**src/rtl/hier_node_ctrl.sv**
```systemverilog
// hier_node_ctrl: hierarchy node controller. One parent start fans out to the
// selected children (all at once or one at a time in index order), and their
// completions are joined into a single done pulse with cycle count, live
// pending set and a per-launch timeout flag.
//
// Handshake: start_i is a level sampled only in IDLE; the cycle it is seen
// there is the accept cycle. There is no ready signal: busy_o=1 means any
// start_i is dropped (never queued). child_start_o / child_done_i / done_o are
// single-cycle pulses; a child_done_i bit counts only while the FSM is in WAIT
// and that child is outstanding.
module hier_node_ctrl #(
  parameter int NUM_CHILDREN = 5,
  parameter int CNT_W        = 16,
  parameter int TIMEOUT_CYC  = 0
) (
  input  logic                    clk,
  input  logic                    rst,
  input  logic                    start_i,
  input  logic                    mode_i,
  input  logic [NUM_CHILDREN-1:0] child_mask_i,
  output logic [NUM_CHILDREN-1:0] child_start_o,
  input  logic [NUM_CHILDREN-1:0] child_done_i,
  output logic                    busy_o,
  output logic                    done_o,
  output logic                    err_o,
  output logic [CNT_W-1:0]        cycles_o,
  output logic [NUM_CHILDREN-1:0] pending_o,
  output logic [1:0]              dbg_state
);

  typedef enum logic [1:0] {
    S_IDLE   = 2'd0,
    S_LAUNCH = 2'd1,
    S_WAIT   = 2'd2,
    S_DONE   = 2'd3
  } state_t;

  // wait counter only needs to count 0 .. TIMEOUT_CYC-1
  localparam int WT_W = (TIMEOUT_CYC > 1) ? $clog2(TIMEOUT_CYC) : 1;

  state_t                  state_q, state_n;
  logic [NUM_CHILDREN-1:0] pend_q, pend_n;
  logic [NUM_CHILDREN-1:0] outstanding, hit, launch_vec;
  logic                    mode_q, launch_mode, to_err;
  logic [CNT_W-1:0]        run_q, run_inc;
  logic [WT_W-1:0]         wait_q;
  logic                    timeout_hit;

  // isolate the lowest set bit (sequential mode launches in index order)
  function automatic logic [NUM_CHILDREN-1:0] lowest(input logic [NUM_CHILDREN-1:0] v);
    return v & (~v + NUM_CHILDREN'(1));
  endfunction

  // in sequential mode only the child currently launched may complete; since
  // pending only ever loses that child, it is always the lowest pending bit
  assign outstanding = mode_q ? lowest(pend_q) : pend_q;
  assign hit         = child_done_i & outstanding;
  assign run_inc     = (&run_q) ? run_q : run_q + CNT_W'(1);
  assign timeout_hit = (TIMEOUT_CYC > 0) && (wait_q == WT_W'(TIMEOUT_CYC - 1));
  assign launch_vec  = launch_mode ? lowest(pend_n) : pend_n;
  assign pending_o   = pend_q;
  assign dbg_state   = state_q;

  // next-state, next pending set and timeout decision
  always_comb begin
    state_n     = state_q;
    pend_n      = pend_q;
    launch_mode = mode_q;
    to_err      = 1'b0;
    case (state_q)
      S_IDLE: begin
        if (start_i) begin
          pend_n      = child_mask_i;
          launch_mode = mode_i;
          state_n     = (child_mask_i == '0) ? S_DONE : S_LAUNCH;
        end
      end
      S_LAUNCH: state_n = S_WAIT;
      S_WAIT: begin
        pend_n = pend_q & ~hit;
        // completion wins over a timeout reached in the same cycle
        if (pend_n == '0) begin
          state_n = S_DONE;
        end else if (mode_q && (hit != '0)) begin
          state_n = S_LAUNCH;
        end else if (timeout_hit) begin
          state_n = S_DONE;
          to_err  = 1'b1;
        end
      end
      S_DONE:  state_n = S_IDLE;
      default: state_n = S_IDLE;
    endcase
  end

  // state, counters and registered outputs (outputs follow the next state so
  // they line up with the cycle the FSM is in that state)
  always_ff @(posedge clk) begin
    if (rst) begin
      state_q       <= S_IDLE;
      pend_q        <= '0;
      mode_q        <= 1'b0;
      run_q         <= '0;
      wait_q        <= '0;
      child_start_o <= '0;
      busy_o        <= 1'b0;
      done_o        <= 1'b0;
      err_o         <= 1'b0;
      cycles_o      <= '0;
    end else begin
      state_q       <= state_n;
      pend_q        <= pend_n;
      child_start_o <= (state_n == S_LAUNCH) ? launch_vec : '0;
      busy_o        <= (state_n != S_IDLE);
      done_o        <= (state_n == S_DONE);
      // run_q holds the index of the current cycle counted from the accept
      if (state_q == S_IDLE && start_i) begin
        mode_q <= mode_i;
        err_o  <= 1'b0;
        run_q  <= CNT_W'(1);
      end else if (state_q != S_IDLE) begin
        run_q <= run_inc;
      end
      if (to_err) err_o <= 1'b1;
      if (state_n == S_DONE) cycles_o <= (state_q == S_IDLE) ? CNT_W'(1) : run_inc;
      if (state_n == S_LAUNCH)     wait_q <= '0;
      else if (state_q == S_WAIT) wait_q <= wait_q + WT_W'(1);
    end
  end

endmodule

```
**config.mk**
```make
export PLATFORM = sky130hd
export DESIGN_NAME = hier_node_ctrl
export DESIGN_NICKNAME = d
export VERILOG_FILES = /design/src/rtl/hier_node_ctrl.sv
export SDC_FILE = /design/constraint.sdc
export NUM_CORES = 1
export LEC_CHECK = 0
export CORE_AREA = 2 2 87 89
export DETAILED_ROUTE_END_ITERATION = 6
export DIE_AREA = 0 0 89 91
export SYNTH_ARGS = -nofsm -noshare
export SYNTH_HDL_FRONTEND = slang
export SYNTH_SLANG_ARGS = --single-unit
```
**constraint.sdc**
```tcl
create_clock -name clk -period 2.45 [get_ports clk]
set_input_delay 0.49 -clock clk [delete_from_list [all_inputs] [get_ports clk]]
set_output_delay 0.49 -clock clk [all_outputs]
set_load 0.02 [all_outputs]
```
==> results.toml <==
[final_layout]
multiInputGateArea_mm2 = 0.00138
layout_common_cells = "47 x dfxtp_1, 43 x clkdlybuf4s50_1, 34 x nor2_1"
diodes = 0
seq_area_um2 = 941
drive_above_1_share = 0.150
layout.nets = 354
synthToLayoutAreaGrowth_pct = 33.4
final_common_cell = "dfxtp_1"
fill_cells = 737
final_util = 0.451

[clock_tree]
cts_made_buffers = 5
clk_pin_slew_worst_paths_ns = 0.09
cts.path.max_buffers = 2
cts_hold_buf = 0
cts_sinks = 47
cts_tree = "built"
cts_setup_buffers = 0
cts_root_buf = "clkbuf_8"
htree_levels = 2
clk_latency_ns = 0.30

[critical_path]
cp_num_cells = 8
reg2regPathDepth = 6
cpPeakStageDelay_ns = 0.68
cp.buffers_inverters = 3
path_max_fanout = 5
worstPathRequired_ns = 2.62
worstSetupPathType = "in -> reg"
cp.arrival_ns = 2.52
endpoint_kind = "flop"
startpoint_type = "input port"
cp_common_cell = "buf_4"
reg2reg_to = "run_q[2]"
rr_startpoint = "run_q[0]"
critPathTopFamily = "simple AND/OR/NAND/NOR gates"
crit_chain = "clkdlybuf4s50_1 -> or4b_2 -> nor3_2 -> buf_4 -> and4bb_2 -> a41oi_1 -> buf_4 -> a2111oi_0"
worst-r2r-setup-slack_ns = 0.26
crit_slowest_cell = "or4b_2"

[sta]
period_share = 0.957
setup_viol_count_final = 0
slew_headroom = 0.614
rsz0062_at_grt = "false"
hold_viol = 0
drv_slew = 0
fin_setup_tns_ns = 0
hold_slack_ns = 0.467
min_period_ns = 2.34
fin_ws_ns = 0.106
max_freq_mhz = 427
tightest_slew_ns = 0.579
finClkSkew_ns = 0.00816

[global_route]
grt_max_degree = 20
antenna_found_initial = 0
grt_pass1_vias = 1980
grt.overflow.total = 0
grtUsageTotal = 0.150
grt_pass1_wl_um = 9760

[placement]
port_buffers = 43
place_congestion = 0.876
dp_slack_ns = -0.286
hpwl_um = 4480

[job]
cap_violations = 0

[hold_path]
hold_path.class = "reg -> reg"
worstHoldPathCells = 2
min_to = "cycles_o[0]"
holdCritStartpoint = "cycles_o[0]"

[drt]
route.detailed.drc = 0
drtIter0Drc = 128
wire_per_inst_um = 13.5
drt-total-wl_um = 5940
vias_per_cell = 5.05
num_vias = 2217
drtAntennaViolNets = 0
drt_first_pass_iters = 4

[die]
die_h_um = 91
start_util = 0.338
die_w_um = 89
rows = 31
die-area_mm2 = 0.00810
coreArea_mm2 = 0.00714
io_pins = 45

[synth]
ys_seq_area_frac = 0.390
yosys_warnings = 0
synth.avg_cell_area_um2 = 8.56
netlist_instances = 282
synthArstFlopShare = 0
syn_area_mm2 = 0.00241
synth_cell_types = 57
ys_ff_latch = 47
ys.flop_type = "dfxtp_1"
syn_nets = 297
synth_edf_count = 0

[pwr]
p_per_area_mw_per_mm2 = 576
power.static_leakage_nw = 1.13
p_total_mw = 1.86
ir_worst_vdd_mv = 0.236

[status]
status = "finished clean"
## worst max path at each step
stage | startpoint | end | slack (ns)
4_1_cts | child_mask_i[2] | cycles_o[13] | 0.03
3_3_place_gp | child_mask_i[2] | cycles_o[0] | -0.27
6_report | child_mask_i[2] | child_start_o[4] | 0.11
3_5_place_dp | start_i | cycles_o[8] | -0.29
5_1_grt | child_mask_i[2] | child_start_o[4] | 0.04
2_1_floorplan | child_mask_i[2] | cycles_o[12] | 0.20
## cells by family (layout without fill, tap and decap cells)
group	Yosys count	count (layout)	share of synthesized area
muxes	11	11	0.0472
and+or+nand+nor	115	115	0.239
adders and majority gates	1	1	0.00518
xor gates and xnor gates	16	16	0.0580
DFF	47	47	0.390
buffers and inverters	24	82	0.0461
AOI/OAI and AO/OA	67	67	0.213
other	1	1	0.00155
## synth_stat cells, drive strengths merged, types with 2 or more instances
library cell	instances	area [um^2]
dfxtp	47	941
nor2	34	128
nand2	18	67.6
clkbuf	15	57.6
nor3	14	70.1
xnor2	14	123
a21oi	11	58.8
nand3	10	50.1
o21ai	10	50.1
o2bb2ai	9	78.8
mux2i	8	80.1
nand2b	8	50.1
nor4	8	50.1
nand4	6	37.5
inv	5	18.8
nor2b	5	31.3
a21o	4	30.0
a31oi	4	25.0
buf	4	35.0
o211ai	4	30.0
a211oi	3	27.5
mux2	3	33.8
a2111oi	2	17.5
a211o	2	18.8
a21boi	2	15.0
a2bb2o	2	31.3
a2bb2oi	2	17.5
and3	2	12.5
nor3b	2	15.0
o21a	2	15.0
o31ai	2	28.8
or2	2	12.5
or3	2	12.5
or4	2	18.8
xor2	2	17.5
## final cells by class
cell class / count / area share
clock inverters: 2 / 0.0186
inverters: 5 / 0.00583
repair buffers: 69 / 0.194
multi-input cells: 211 / 0.428
flip-flops and latches: 47 / 0.292
well taps: 99 / 0.0385
clock buffers: 6 / 0.0225
## layer usage
layer | GRT usage | wire length, um | vias to the layer above
li1 | - | - | 1132
met1 | 0.232 | 2930 | 1018
met2 | 0.213 | 2610 | 61
met3 | 0.0245 | 319 | 6
met4 | 0.0410 | 77 | 0
met5 | 0 | 0 | -
## state kept, by name (all words and copies together) (netlist names)
register,count
dbg_state,2
done_o,1
cycles_o,16
busy_o,1
mode_q,1
child_start_o,5
run_q,16
pending_o,5
## where the power goes
part	internal, mW	leakage, nW	switching, mW
logic	0.171	0.684	0.182
registers	0.790	0.381	0.0429
clock network	0.408	0.0654	0.262
## through the flow
step                std cells  cell area [um^2]
finish                    439              3220
global route              439              3220
CTS                       439              3210
detailed placement        431              3080
global placement          431              3080
floorplan                 282              2410
## what timing repair did
action / in CTS / in global routing
gates resized for setup: 0 / 2
endpoints found under the hold margin: 0 / 0
setup endpoints to repair: 0 / 15
## worst min-delay path: cells and delay by family, from the launching register on
kind	cells	cell delay [ns]
flops	1	0.32
buf+inv	1	0.06
compound gates	1	0.06
Note: power is estimated with default switching activity, not from simulation.
